[src/rtl/eth_frame_tx_pkg.sv]
// Shared constants and FSM state type for the Ethernet frame serializer.
package eth_frame_tx_pkg;

    localparam int ETH_HDR_BYTES   = 14;
    localparam int ETH_MIN_PAYLOAD = 46;
    localparam int ETH_MAC_W       = 48;
    localparam int ETH_TYPE_W      = 16;
    localparam int ETH_HDR_W       = 2 * ETH_MAC_W + ETH_TYPE_W;

    typedef enum logic [1:0] {
        ST_IDLE,
        ST_HEADER,
        ST_PAYLOAD,
        ST_PAD
    } eth_tx_state_e;

endpackage

[src/rtl/eth_frame_tx_if.sv]
// Header channel, payload stream and frame output stream of the serializer.
// slave = serializer view, master = upstream/downstream environment view.
interface eth_frame_tx_if;
    import eth_frame_tx_pkg::*;

    logic                  s_eth_hdr_valid;
    logic                  s_eth_hdr_ready;
    logic [ETH_MAC_W-1:0]  s_eth_dest_mac;
    logic [ETH_MAC_W-1:0]  s_eth_src_mac;
    logic [ETH_TYPE_W-1:0] s_eth_type;

    logic [7:0]            s_eth_payload_axis_tdata;
    logic                  s_eth_payload_axis_tvalid;
    logic                  s_eth_payload_axis_tready;
    logic                  s_eth_payload_axis_tlast;
    logic                  s_eth_payload_axis_tuser;

    logic [7:0]            m_axis_tdata;
    logic                  m_axis_tvalid;
    logic                  m_axis_tready;
    logic                  m_axis_tlast;
    logic                  m_axis_tuser;

    modport slave (
        input  s_eth_hdr_valid, s_eth_dest_mac, s_eth_src_mac, s_eth_type,
        output s_eth_hdr_ready,
        input  s_eth_payload_axis_tdata, s_eth_payload_axis_tvalid,
        input  s_eth_payload_axis_tlast, s_eth_payload_axis_tuser,
        output s_eth_payload_axis_tready,
        output m_axis_tdata, m_axis_tvalid, m_axis_tlast, m_axis_tuser,
        input  m_axis_tready
    );

    modport master (
        output s_eth_hdr_valid, s_eth_dest_mac, s_eth_src_mac, s_eth_type,
        input  s_eth_hdr_ready,
        output s_eth_payload_axis_tdata, s_eth_payload_axis_tvalid,
        output s_eth_payload_axis_tlast, s_eth_payload_axis_tuser,
        input  s_eth_payload_axis_tready,
        input  m_axis_tdata, m_axis_tvalid, m_axis_tlast, m_axis_tuser,
        output m_axis_tready
    );

endinterface

[src/rtl/eth_frame_tx.sv]
// Ethernet II frame serializer: registered 14-byte header (big-endian) followed
// by a zero-latency payload pass-through until tlast.
// Optional feature macro: ETH_FRAME_TX_MIN_PAD_EN -- zero-pads short payloads
// up to the 46-byte Ethernet minimum and moves tlast/tuser onto the last pad byte.
module eth_frame_tx
    import eth_frame_tx_pkg::*;
#(
    parameter int HDR_BYTES = ETH_HDR_BYTES
) (
    input  logic         clk,
    input  logic         rst,
    eth_frame_tx_if.slave ifc,
    output logic         busy
);

    localparam logic [3:0] HDR_LAST = 4'(HDR_BYTES - 1);
    localparam logic [5:0] MIN_PAY  = 6'(ETH_MIN_PAYLOAD);

    eth_tx_state_e        state_q;
    logic [ETH_HDR_W-1:0] hdr_q;
    logic [3:0]           hdr_cnt_q;
    logic [5:0]           pay_cnt_q;
    logic [5:0]           pay_cnt_d;
    logic                 pay_hs;

`ifdef ETH_FRAME_TX_MIN_PAD_EN
    logic                 user_q;
    logic                 pad_needed;
`endif

    // Saturating payload count as it will be after the current byte goes out.
    always_comb begin
        pay_cnt_d = (pay_cnt_q >= MIN_PAY) ? MIN_PAY : pay_cnt_q + 6'd1;
        pay_hs    = ifc.s_eth_payload_axis_tvalid & ifc.m_axis_tready;
`ifdef ETH_FRAME_TX_MIN_PAD_EN
        pad_needed = pay_cnt_d < MIN_PAY;
`endif
    end

    // Output decode: header/pad bytes come from registers, payload is passed straight through.
    always_comb begin
        // hdr_ready is gated by rst so it reads 0 while reset is held
        ifc.s_eth_hdr_ready           = (state_q == ST_IDLE) & rst;
        ifc.s_eth_payload_axis_tready = 1'b0;
        ifc.m_axis_tdata              = 8'h00;
        ifc.m_axis_tvalid             = 1'b0;
        ifc.m_axis_tlast              = 1'b0;
        ifc.m_axis_tuser              = 1'b0;
        busy                          = (state_q != ST_IDLE);
        case (state_q)
            ST_HEADER: begin
                ifc.m_axis_tvalid = 1'b1;
                ifc.m_axis_tdata  = hdr_q[ETH_HDR_W-1 -: 8];
            end
            ST_PAYLOAD: begin
                ifc.s_eth_payload_axis_tready = ifc.m_axis_tready;
                ifc.m_axis_tvalid             = ifc.s_eth_payload_axis_tvalid;
                ifc.m_axis_tdata              = ifc.s_eth_payload_axis_tdata;
`ifdef ETH_FRAME_TX_MIN_PAD_EN
                // a short frame's end marker moves to the final pad byte
                ifc.m_axis_tlast = ifc.s_eth_payload_axis_tlast & ~pad_needed;
                ifc.m_axis_tuser = ifc.s_eth_payload_axis_tuser & ~pad_needed;
`else
                ifc.m_axis_tlast = ifc.s_eth_payload_axis_tlast;
                ifc.m_axis_tuser = ifc.s_eth_payload_axis_tuser;
`endif
            end
`ifdef ETH_FRAME_TX_MIN_PAD_EN
            ST_PAD: begin
                ifc.m_axis_tvalid = 1'b1;
                ifc.m_axis_tlast  = (pay_cnt_q == MIN_PAY - 6'd1);
                ifc.m_axis_tuser  = (pay_cnt_q == MIN_PAY - 6'd1) & user_q;
            end
`endif
            default: ;
        endcase
    end

    // Frame FSM with header shift register and byte counters.
    always_ff @(posedge clk or negedge rst) begin
        if (!rst) begin
            state_q   <= ST_IDLE;
            hdr_q     <= '0;
            hdr_cnt_q <= '0;
            pay_cnt_q <= '0;
`ifdef ETH_FRAME_TX_MIN_PAD_EN
            user_q    <= 1'b0;
`endif
        end else begin
            case (state_q)
                ST_IDLE: begin
                    if (ifc.s_eth_hdr_valid) begin
                        hdr_q     <= {ifc.s_eth_dest_mac, ifc.s_eth_src_mac, ifc.s_eth_type};
                        hdr_cnt_q <= '0;
                        pay_cnt_q <= '0;
                        state_q   <= ST_HEADER;
                    end
                end
                ST_HEADER: begin
                    if (ifc.m_axis_tready) begin
                        hdr_q     <= hdr_q << 8;
                        hdr_cnt_q <= hdr_cnt_q + 4'd1;
                        if (hdr_cnt_q == HDR_LAST)
                            state_q <= ST_PAYLOAD;
                    end
                end
                ST_PAYLOAD: begin
                    if (pay_hs) begin
                        pay_cnt_q <= pay_cnt_d;
                        if (ifc.s_eth_payload_axis_tlast) begin
`ifdef ETH_FRAME_TX_MIN_PAD_EN
                            if (pad_needed) begin
                                user_q  <= ifc.s_eth_payload_axis_tuser;
                                state_q <= ST_PAD;
                            end else begin
                                state_q <= ST_IDLE;
                            end
`else
                            state_q <= ST_IDLE;
`endif
                        end
                    end
                end
`ifdef ETH_FRAME_TX_MIN_PAD_EN
                ST_PAD: begin
                    if (ifc.m_axis_tready) begin
                        pay_cnt_q <= pay_cnt_d;
                        if (pay_cnt_q == MIN_PAY - 6'd1)
                            state_q <= ST_IDLE;
                    end
                end
`endif
                default: state_q <= ST_IDLE;
            endcase
        end
    end

endmodule

[src/flat_wrapper.sv]
// flat-port wrapper written by rule: the top's interface ports become plain ports
module eth_frame_tx_flat import eth_frame_tx_pkg::*;
#(
    parameter int HDR_BYTES = ETH_HDR_BYTES
)
  (clk, rst, busy, ifc_s_eth_hdr_valid, ifc_s_eth_dest_mac, ifc_s_eth_src_mac, ifc_s_eth_type, ifc_s_eth_hdr_ready, ifc_s_eth_payload_axis_tdata, ifc_s_eth_payload_axis_tvalid, ifc_s_eth_payload_axis_tlast, ifc_s_eth_payload_axis_tuser, ifc_s_eth_payload_axis_tready, ifc_m_axis_tdata, ifc_m_axis_tvalid, ifc_m_axis_tlast, ifc_m_axis_tuser, ifc_m_axis_tready);
  eth_frame_tx_if ifc_i ();
  input  logic clk;
  input  logic rst;
  output logic busy;
  input wire logic [$bits(ifc_i.s_eth_hdr_valid)-1:0] ifc_s_eth_hdr_valid;
  input wire logic [$bits(ifc_i.s_eth_dest_mac)-1:0] ifc_s_eth_dest_mac;
  input wire logic [$bits(ifc_i.s_eth_src_mac)-1:0] ifc_s_eth_src_mac;
  input wire logic [$bits(ifc_i.s_eth_type)-1:0] ifc_s_eth_type;
  output wire logic [$bits(ifc_i.s_eth_hdr_ready)-1:0] ifc_s_eth_hdr_ready;
  input wire logic [$bits(ifc_i.s_eth_payload_axis_tdata)-1:0] ifc_s_eth_payload_axis_tdata;
  input wire logic [$bits(ifc_i.s_eth_payload_axis_tvalid)-1:0] ifc_s_eth_payload_axis_tvalid;
  input wire logic [$bits(ifc_i.s_eth_payload_axis_tlast)-1:0] ifc_s_eth_payload_axis_tlast;
  input wire logic [$bits(ifc_i.s_eth_payload_axis_tuser)-1:0] ifc_s_eth_payload_axis_tuser;
  output wire logic [$bits(ifc_i.s_eth_payload_axis_tready)-1:0] ifc_s_eth_payload_axis_tready;
  output wire logic [$bits(ifc_i.m_axis_tdata)-1:0] ifc_m_axis_tdata;
  output wire logic [$bits(ifc_i.m_axis_tvalid)-1:0] ifc_m_axis_tvalid;
  output wire logic [$bits(ifc_i.m_axis_tlast)-1:0] ifc_m_axis_tlast;
  output wire logic [$bits(ifc_i.m_axis_tuser)-1:0] ifc_m_axis_tuser;
  input wire logic [$bits(ifc_i.m_axis_tready)-1:0] ifc_m_axis_tready;
  assign ifc_i.s_eth_hdr_valid = ifc_s_eth_hdr_valid;
  assign ifc_i.s_eth_dest_mac = ifc_s_eth_dest_mac;
  assign ifc_i.s_eth_src_mac = ifc_s_eth_src_mac;
  assign ifc_i.s_eth_type = ifc_s_eth_type;
  assign ifc_s_eth_hdr_ready = ifc_i.s_eth_hdr_ready;
  assign ifc_i.s_eth_payload_axis_tdata = ifc_s_eth_payload_axis_tdata;
  assign ifc_i.s_eth_payload_axis_tvalid = ifc_s_eth_payload_axis_tvalid;
  assign ifc_i.s_eth_payload_axis_tlast = ifc_s_eth_payload_axis_tlast;
  assign ifc_i.s_eth_payload_axis_tuser = ifc_s_eth_payload_axis_tuser;
  assign ifc_s_eth_payload_axis_tready = ifc_i.s_eth_payload_axis_tready;
  assign ifc_m_axis_tdata = ifc_i.m_axis_tdata;
  assign ifc_m_axis_tvalid = ifc_i.m_axis_tvalid;
  assign ifc_m_axis_tlast = ifc_i.m_axis_tlast;
  assign ifc_m_axis_tuser = ifc_i.m_axis_tuser;
  assign ifc_i.m_axis_tready = ifc_m_axis_tready;
  eth_frame_tx #(.HDR_BYTES(HDR_BYTES)) u_core (.clk(clk), .rst(rst), .ifc(ifc_i), .busy(busy));
endmodule
[config.mk]
export PLATFORM = sky130hd
export DESIGN_NAME = eth_frame_tx_flat
export DESIGN_NICKNAME = d
export VERILOG_FILES = /design/src/rtl/eth_frame_tx_pkg.sv /design/src/rtl/eth_frame_tx_if.sv /design/src/rtl/eth_frame_tx.sv /design/src/flat_wrapper.sv
export SDC_FILE = /design/constraint.sdc
export NUM_CORES = 1
export LEC_CHECK = 0
export BUFFER_PORTS_ARGS = -buffer_cell sky130_fd_sc_hd__buf_4
export CAP_MARGIN = 10
export CORE_MARGIN = 4
export CORE_UTILIZATION = 48
export DETAILED_ROUTE_END_ITERATION = 8
export PLACE_DENSITY = 0.76
export SYNTH_ARGS = -nofsm -noshare
export SYNTH_HDL_FRONTEND = slang
export SYNTH_SLANG_ARGS = --single-unit
[constraint.sdc]
create_clock -name clk -period 1.6 [get_ports clk]
set_input_delay 0.08 -clock clk [delete_from_list [all_inputs] [get_ports clk]]
set_output_delay 0.08 -clock clk [all_outputs]
set_load 0.02 [all_outputs]
# Word level (Yosys, flattened, before mapping)
# Index checks and enable logic that the tools add are counted.
dict set report totals {
  regBits 118
  latchBits 0
  mem_bits_rw 0
  romBits 0
  inputBits 127
  out_inout_bits 14
  wordCells 36
  mem_count 0
}
dict set report classes {
  add_sub_neg 1
  multipliers 0
  div 0
  magnitude_cmp 0
  n_eq_ne 8
  shifts 0
  muxes 17
  bitwise_logic 2
  n_reduce_logical 5
}
# cell n
set op_table {}
lappend op_table {{112-bit two-way mux} 2}
lappend op_table {{112-bit case mux with 2 select lines} 1}
lappend op_table {{8-bit case mux with 2 select lines} 1}
lappend op_table {{2-bit two-way mux} 5}
lappend op_table {{4-bit two-way mux} 2}
lappend op_table {{4-bit case mux with 2 select lines} 1}
lappend op_table {{2-bit inequality test, second input constant} 3}
lappend op_table {{2-bit case mux with 3 select lines} 1}
lappend op_table {{5-bit AND reduction} 1}
lappend op_table {{4-bit by 1-bit adder with 4-bit output, second input constant} 1}
lappend op_table {{4-bit == test, second input constant} 1}
lappend op_table {{2-bit by 1-bit inequality test with 1-bit output, second input constant} 2}
lappend op_table {{2-bit nonzero test} 2}
lappend op_table {{1-bit two-way mux} 3}
lappend op_table {{3-bit AND reduction} 1}
lappend op_table {{1-bit bitwise AND} 2}
lappend op_table {{2-bit by 1-bit == test with 1-bit output, second input constant} 1}
lappend op_table {{2-bit == test, second input constant} 1}
lappend op_table {{2-bit zero test} 1}
lappend op_table {{1-bit case mux with 2 select lines} 1}

# Longest topological paths before layout
dict set report logic_depth {
  word_depth 4
  mapped_depth 9
  ltp_nobuf 6
}

# Least setup slack after synthesis
# Ideal clock, no wire load.
dict set report synth_timing {
  path_type {flip-flop to flip-flop}
  from {register u_core.state_q[0]}
  to {register u_core.hdr_cnt_q[3]}
  setup_time_ns 0.126
  arrival_time_ns 1.477
  required_time_ns 1.474
  path_slack_ns -0.003
  path_stages_with_launch 8
  n_path_buf 2
  period_less_slack_ns 1.603
  path_cell_list {dfrtp_1 -> inv_1 -> ha_1 -> or2_1 -> nand3_1 -> buf_4 -> buf_6 -> a221o_1}
}
dict set report synth_via {
  elab_chain_len 3
  word_cells_on_any_way 7
  classes_between {eq/ne: 3; mux: 1; reduce/logical: 3}
}
# item line
set synth_rtl {}
lappend synth_rtl {{from (decl)} eth_frame_tx.sv:19} ;# eth_tx_state_e state_q;
lappend synth_rtl {{from (signal assigned)} eth_frame_tx.sv:82} ;# state_q <= ST_IDLE;
lappend synth_rtl {{from (signal assigned)} eth_frame_tx.sv:96} ;# state_q <= ST_HEADER;
lappend synth_rtl {{from (signal assigned)} eth_frame_tx.sv:104} ;# state_q <= ST_PAYLOAD;
lappend synth_rtl {{2-bit by 1-bit == test with 1-bit output / 2-bit zero test (equally long branches)} eth_frame_tx.sv:90} ;# case (state_q)
lappend synth_rtl {{2-bit inequality test (no line) / 2-bit nonzero test (equally long branches)} --}
lappend synth_rtl {{3-bit AND reduction (no line)} --}
lappend synth_rtl {{to (signal assigned)} eth_frame_tx.sv:102} ;# hdr_cnt_q <= hdr_cnt_q + 4'd1;
lappend synth_rtl {{to (decl)} eth_frame_tx.sv:21} ;# logic [3:0] hdr_cnt_q;
# Several ways; a longest one is shown, not always the timed one.
# A chain may end at the register's enable or synchronous reset.

# Final worst setup path
dict set report layout_timing {
  from {register u_core.state_q[0]}
  to {register u_core.hdr_q[106]}
}
dict set report layout_via {
  elab_chain_len 3
  word_cells_on_any_way 7
  classes_between {eq/ne: 3; mux: 1; reduce/logical: 3}
}
# item line
set layout_rtl {}
lappend layout_rtl {{2-bit by 1-bit == test with 1-bit output / 2-bit zero test (equally long branches)} eth_frame_tx.sv:90}
lappend layout_rtl {{2-bit inequality test (no line) / 2-bit nonzero test (equally long branches)} --}
lappend layout_rtl {{3-bit AND reduction (no line)} --}
lappend layout_rtl {{to (signal assigned)} eth_frame_tx.sv:93} ;# hdr_q <= {ifc.s_eth_dest_mac, ifc.s_eth_src_mac, ifc.s_eth_type};
lappend layout_rtl {{to (signal assigned)} eth_frame_tx.sv:101} ;# hdr_q <= hdr_q << 8;
lappend layout_rtl {{to (decl)} eth_frame_tx.sv:20} ;# logic [ETH_HDR_W-1:0] hdr_q;
# Several ways; a longest one is shown, not always the timed one.

==> impl_metrics.toml <==
[run_status]
outcome = "finished with violations"
violations = "setup timing"

[drt]
drt_iter0_drc = 794
final_antenna_net_count = 0
vias_per_cell = 6.354
drc = 0
wirelength_um = 30230
wl_per_cell_um = 29.38
vias = 6538
dr.pass1.iters = 5

[power_and_ir_drop]
ir_drop_uv = 1752
p_per_area_mw_per_mm2 = 2577
leakagePower_nw = 5.112

[setup_path]
startpoint_type = "flip-flop"
cp_slowest_cell = "dfrtp_1"
r2r_cells = 11
endpoint_kind = "flip-flop"
critPathMaxStageDelay_ns = 0.44
r2r_start = "u_core.state_q[0]"
worstSetupPathType = "reg2reg"
worstPathCellList = "inv_2, buf_6, ha_4, or2_4, nand3_4, buf_12, buf_12, buf_12, clkbuf_16, nand2_2, o21ai_1"
cp_data_arrival_time_ns = 2.32
required_ns = 1.93
crit_fanout = 4
reg2reg_slack_ns = -0.38
rr_endpoint = "u_core.hdr_q[106]"
crit_top_cell = "buf_12"

[layout]
n_fill_cell = 189
syn2layout_area_growth_pct = 96.39
drive_gt1_frac = 0.5412
nets = 1004
final_area_mm2 = 0.01109

[global_routing]
grt_usage = 0.3026
grt_pass1_wl_um = 30680
grt_overflow = 0
grt_pass1_vias = 5966
grt_max_degree = 70
top_usage_layer = "met2"
antenna_found_initial = 1
grtUsageMet2 = 0.5454
use_met3 = 0.07306
grt_use_met1 = 0.3442

[yosys]
synth.avg_cell_area_um2 = 10.27
ys_seq_area_frac = 0.5227
synth.cell_area_mm2 = 0.005649
synth_area_leaders = "dfrtp_1 52%, mux2i_1 19%, o21ai_1 9.3%, nand2_1 8.4%, buf_6 2.4%"
synth-seq-cells = 118
synthCells = 550
yosys_warnings = 0
yosys.area.top_type = "dfrtp_1"
syn_nets = 682
netlist.area_leader.share = 0.5227
netlist-cell-type-count = 25

[floorplanning]
rows = 39
coreArea_mm2 = 0.01147
pin_count = 141
die_area_mm2 = 0.01357
dieHeight_um = 116.5
start_util = 0.4926
die_x_um = 116.5

[timing]
hold-worst-slack_ns = 0.06357
min_period_ns = 1.982
worst_pin_slew_ns = 0.3559
relSlewSlack = 0.7559
clock-skew-final_ns = 0.007583
rsz0062_at_grt = "yes"
setup_viol = 132
hold_violations = 0
post-route-period-util = 1.239
drv_slew = 0
fmax_ghz = 0.5045
worst_slack_ns = -0.3823

[min_path]
hold_end = "u_core.hdr_q[97]"
min_from = "ifc_s_eth_dest_mac[33]"
hp-class = "in2reg"
hold_path_depth = 3

[clock_tree]
cts_made_buffers = 17
ctsLongestPathBuffers = 2
cts_tree = "yes"
htreeDepth = 4
clock-root-buffer = "clkbuf_16"
clkTransAtPathRegs_ns = 0.06
clk_latency_ns = 0.43
clock_sinks = 118

[place]
dp_hpwl_um = 9741
post_dp_cell_area_mm2 = 0.006958
place_congestion = 0.7945
io_buffers = 140

[job]
drv_cap = 0
## layer usage
metal | up-vias | wire length (um)
met1 | 3167 | 9971
met4 | 0 | 2432
met2 | 581 | 15170
li1 | 2569 | -
met5 | - | 0
met3 | 221 | 2654
## power by group
| part | leakage (nW) | internal (mW) | switching, mW |
|---|---|---|---|
| Combinational | 3.35 | 9.47 | 9.09 |
| Clock | 0.289 | 2.39 | 1.43 |
| Sequential | 1.47 | 4.50 | 1.70 |
| Total | 5.11 | 16.4 | 12.2 |
## repair_timing
action                                  4_1_cts  5_1_grt
hold buffers                                112        0
hold endpoints to repair                    204        0
resized for setup                            71      263
cloned                                       17       17
buffers inserted                             31       11
endpoints found under the setup margin      105      132
pin swaps                                     5      114
## synthesized netlist by cell type, drive strengths merged
cell type / number
o21ai: 105
a32oi: 1
nand2b: 2
a22oi: 8
nor4: 1
nand4b: 1
nand2: 126
or2: 1
o211ai: 1
clkbuf: 5
and3: 1
nor2b: 9
a221o: 1
and2: 6
mux2i: 105
dfrtp: 118
inv: 5
ha: 5
o22ai: 1
a21oi: 1
nand3: 13
buf: 34
## flip-flops by register name, indices dropped and copies added, names as in the netlist
name and flops:
u_core.state_q 2, u_core.hdr_cnt_q 4, u_core.hdr_q 112
## worst max-delay path, delay by kind of cell (launching register included)
kind                     cells  cell delay [ns]
buffers and inverters        6             0.73
AO/OA/AOI/OAI                1             0.11
AND/OR/NAND/NOR              3             0.43
adder cells (fa/ha/maj)      1             0.17
flip-flops                   1             0.44
## cell families after synthesis
group	Yosys count	share of synthesized area
and+or+nand+nor	160	0.1189
AOI/OAI and AO/OA	118	0.1103
DFF	118	0.5227
muxes	105	0.1860
buffers and inverters	44	0.05094
adders and majority gates	5	0.01107
## metrics by stage
stage | instances | power (mW) | utilization | setup TNS [ns] | setup WS [ns]
after floorplan | 550 | 10.85 | - | 0 | 0.006269
after global placement | 815 | 12.66 | 0.6068 | 0 | 0.02000
after detailed placement | 815 | 13.03 | 0.6068 | -2.095 | -0.07451
after CTS | 1007 | 21.56 | 0.8483 | -11.73 | -0.1555
after global routing | 1029 | 29.29 | 0.9675 | -36.29 | -0.4056
final | 1029 | 28.60 | 0.9675 | -34.94 | -0.3823
## final cells by class
type                       count  area (um^2)  share of cell area
timing repair buffer         341         3861              0.3480
inverter                       5        18.77            0.001692
sequential                   118         2953              0.2662
tap                          143        178.9             0.01613
clock inverter                10        102.6            0.009248
clock buffer                  22        474.2             0.04274
antenna                        1        2.502           0.0002256
multi-input combinational    389         3503              0.3158
## worst max-delay path by stage
stage / cells past startpoint / end / start
final: 11 / u_core.hdr_q[106] / u_core.state_q[0]
after global routing: 11 / u_core.hdr_q[106] / u_core.state_q[0]
after CTS: 7 / ifc_m_axis_tdata[2] / u_core.state_q[0]
after detailed placement: 8 / u_core.hdr_q[23] / u_core.state_q[1]
after global placement: 6 / u_core.hdr_q[91] / u_core.state_q[1]
after floorplan: 7 / u_core.hdr_cnt_q[3] / u_core.state_q[0]
## placed cells by master (no fill, tap or decap), types with 4 or more instances in the layout
cell type      instances
a22oi_2                8
and2_4                 4
buf_12                24
buf_16                18
buf_4                151
buf_6                 18
clkbuf_16             31
clkinv_2               7
dfrtp_1              118
dlygate4sd3_1        112
inv_2                  4
mux2i_1               90
mux2i_2               11
mux2i_4                4
nand2_1               33
nand2_2               47
nand2_4               46
nand3_1                9
nor2b_1                9
o21ai_1               25
o21ai_2               72
o21ai_4                8
Note: power is estimated with default switching activity, not from simulation.
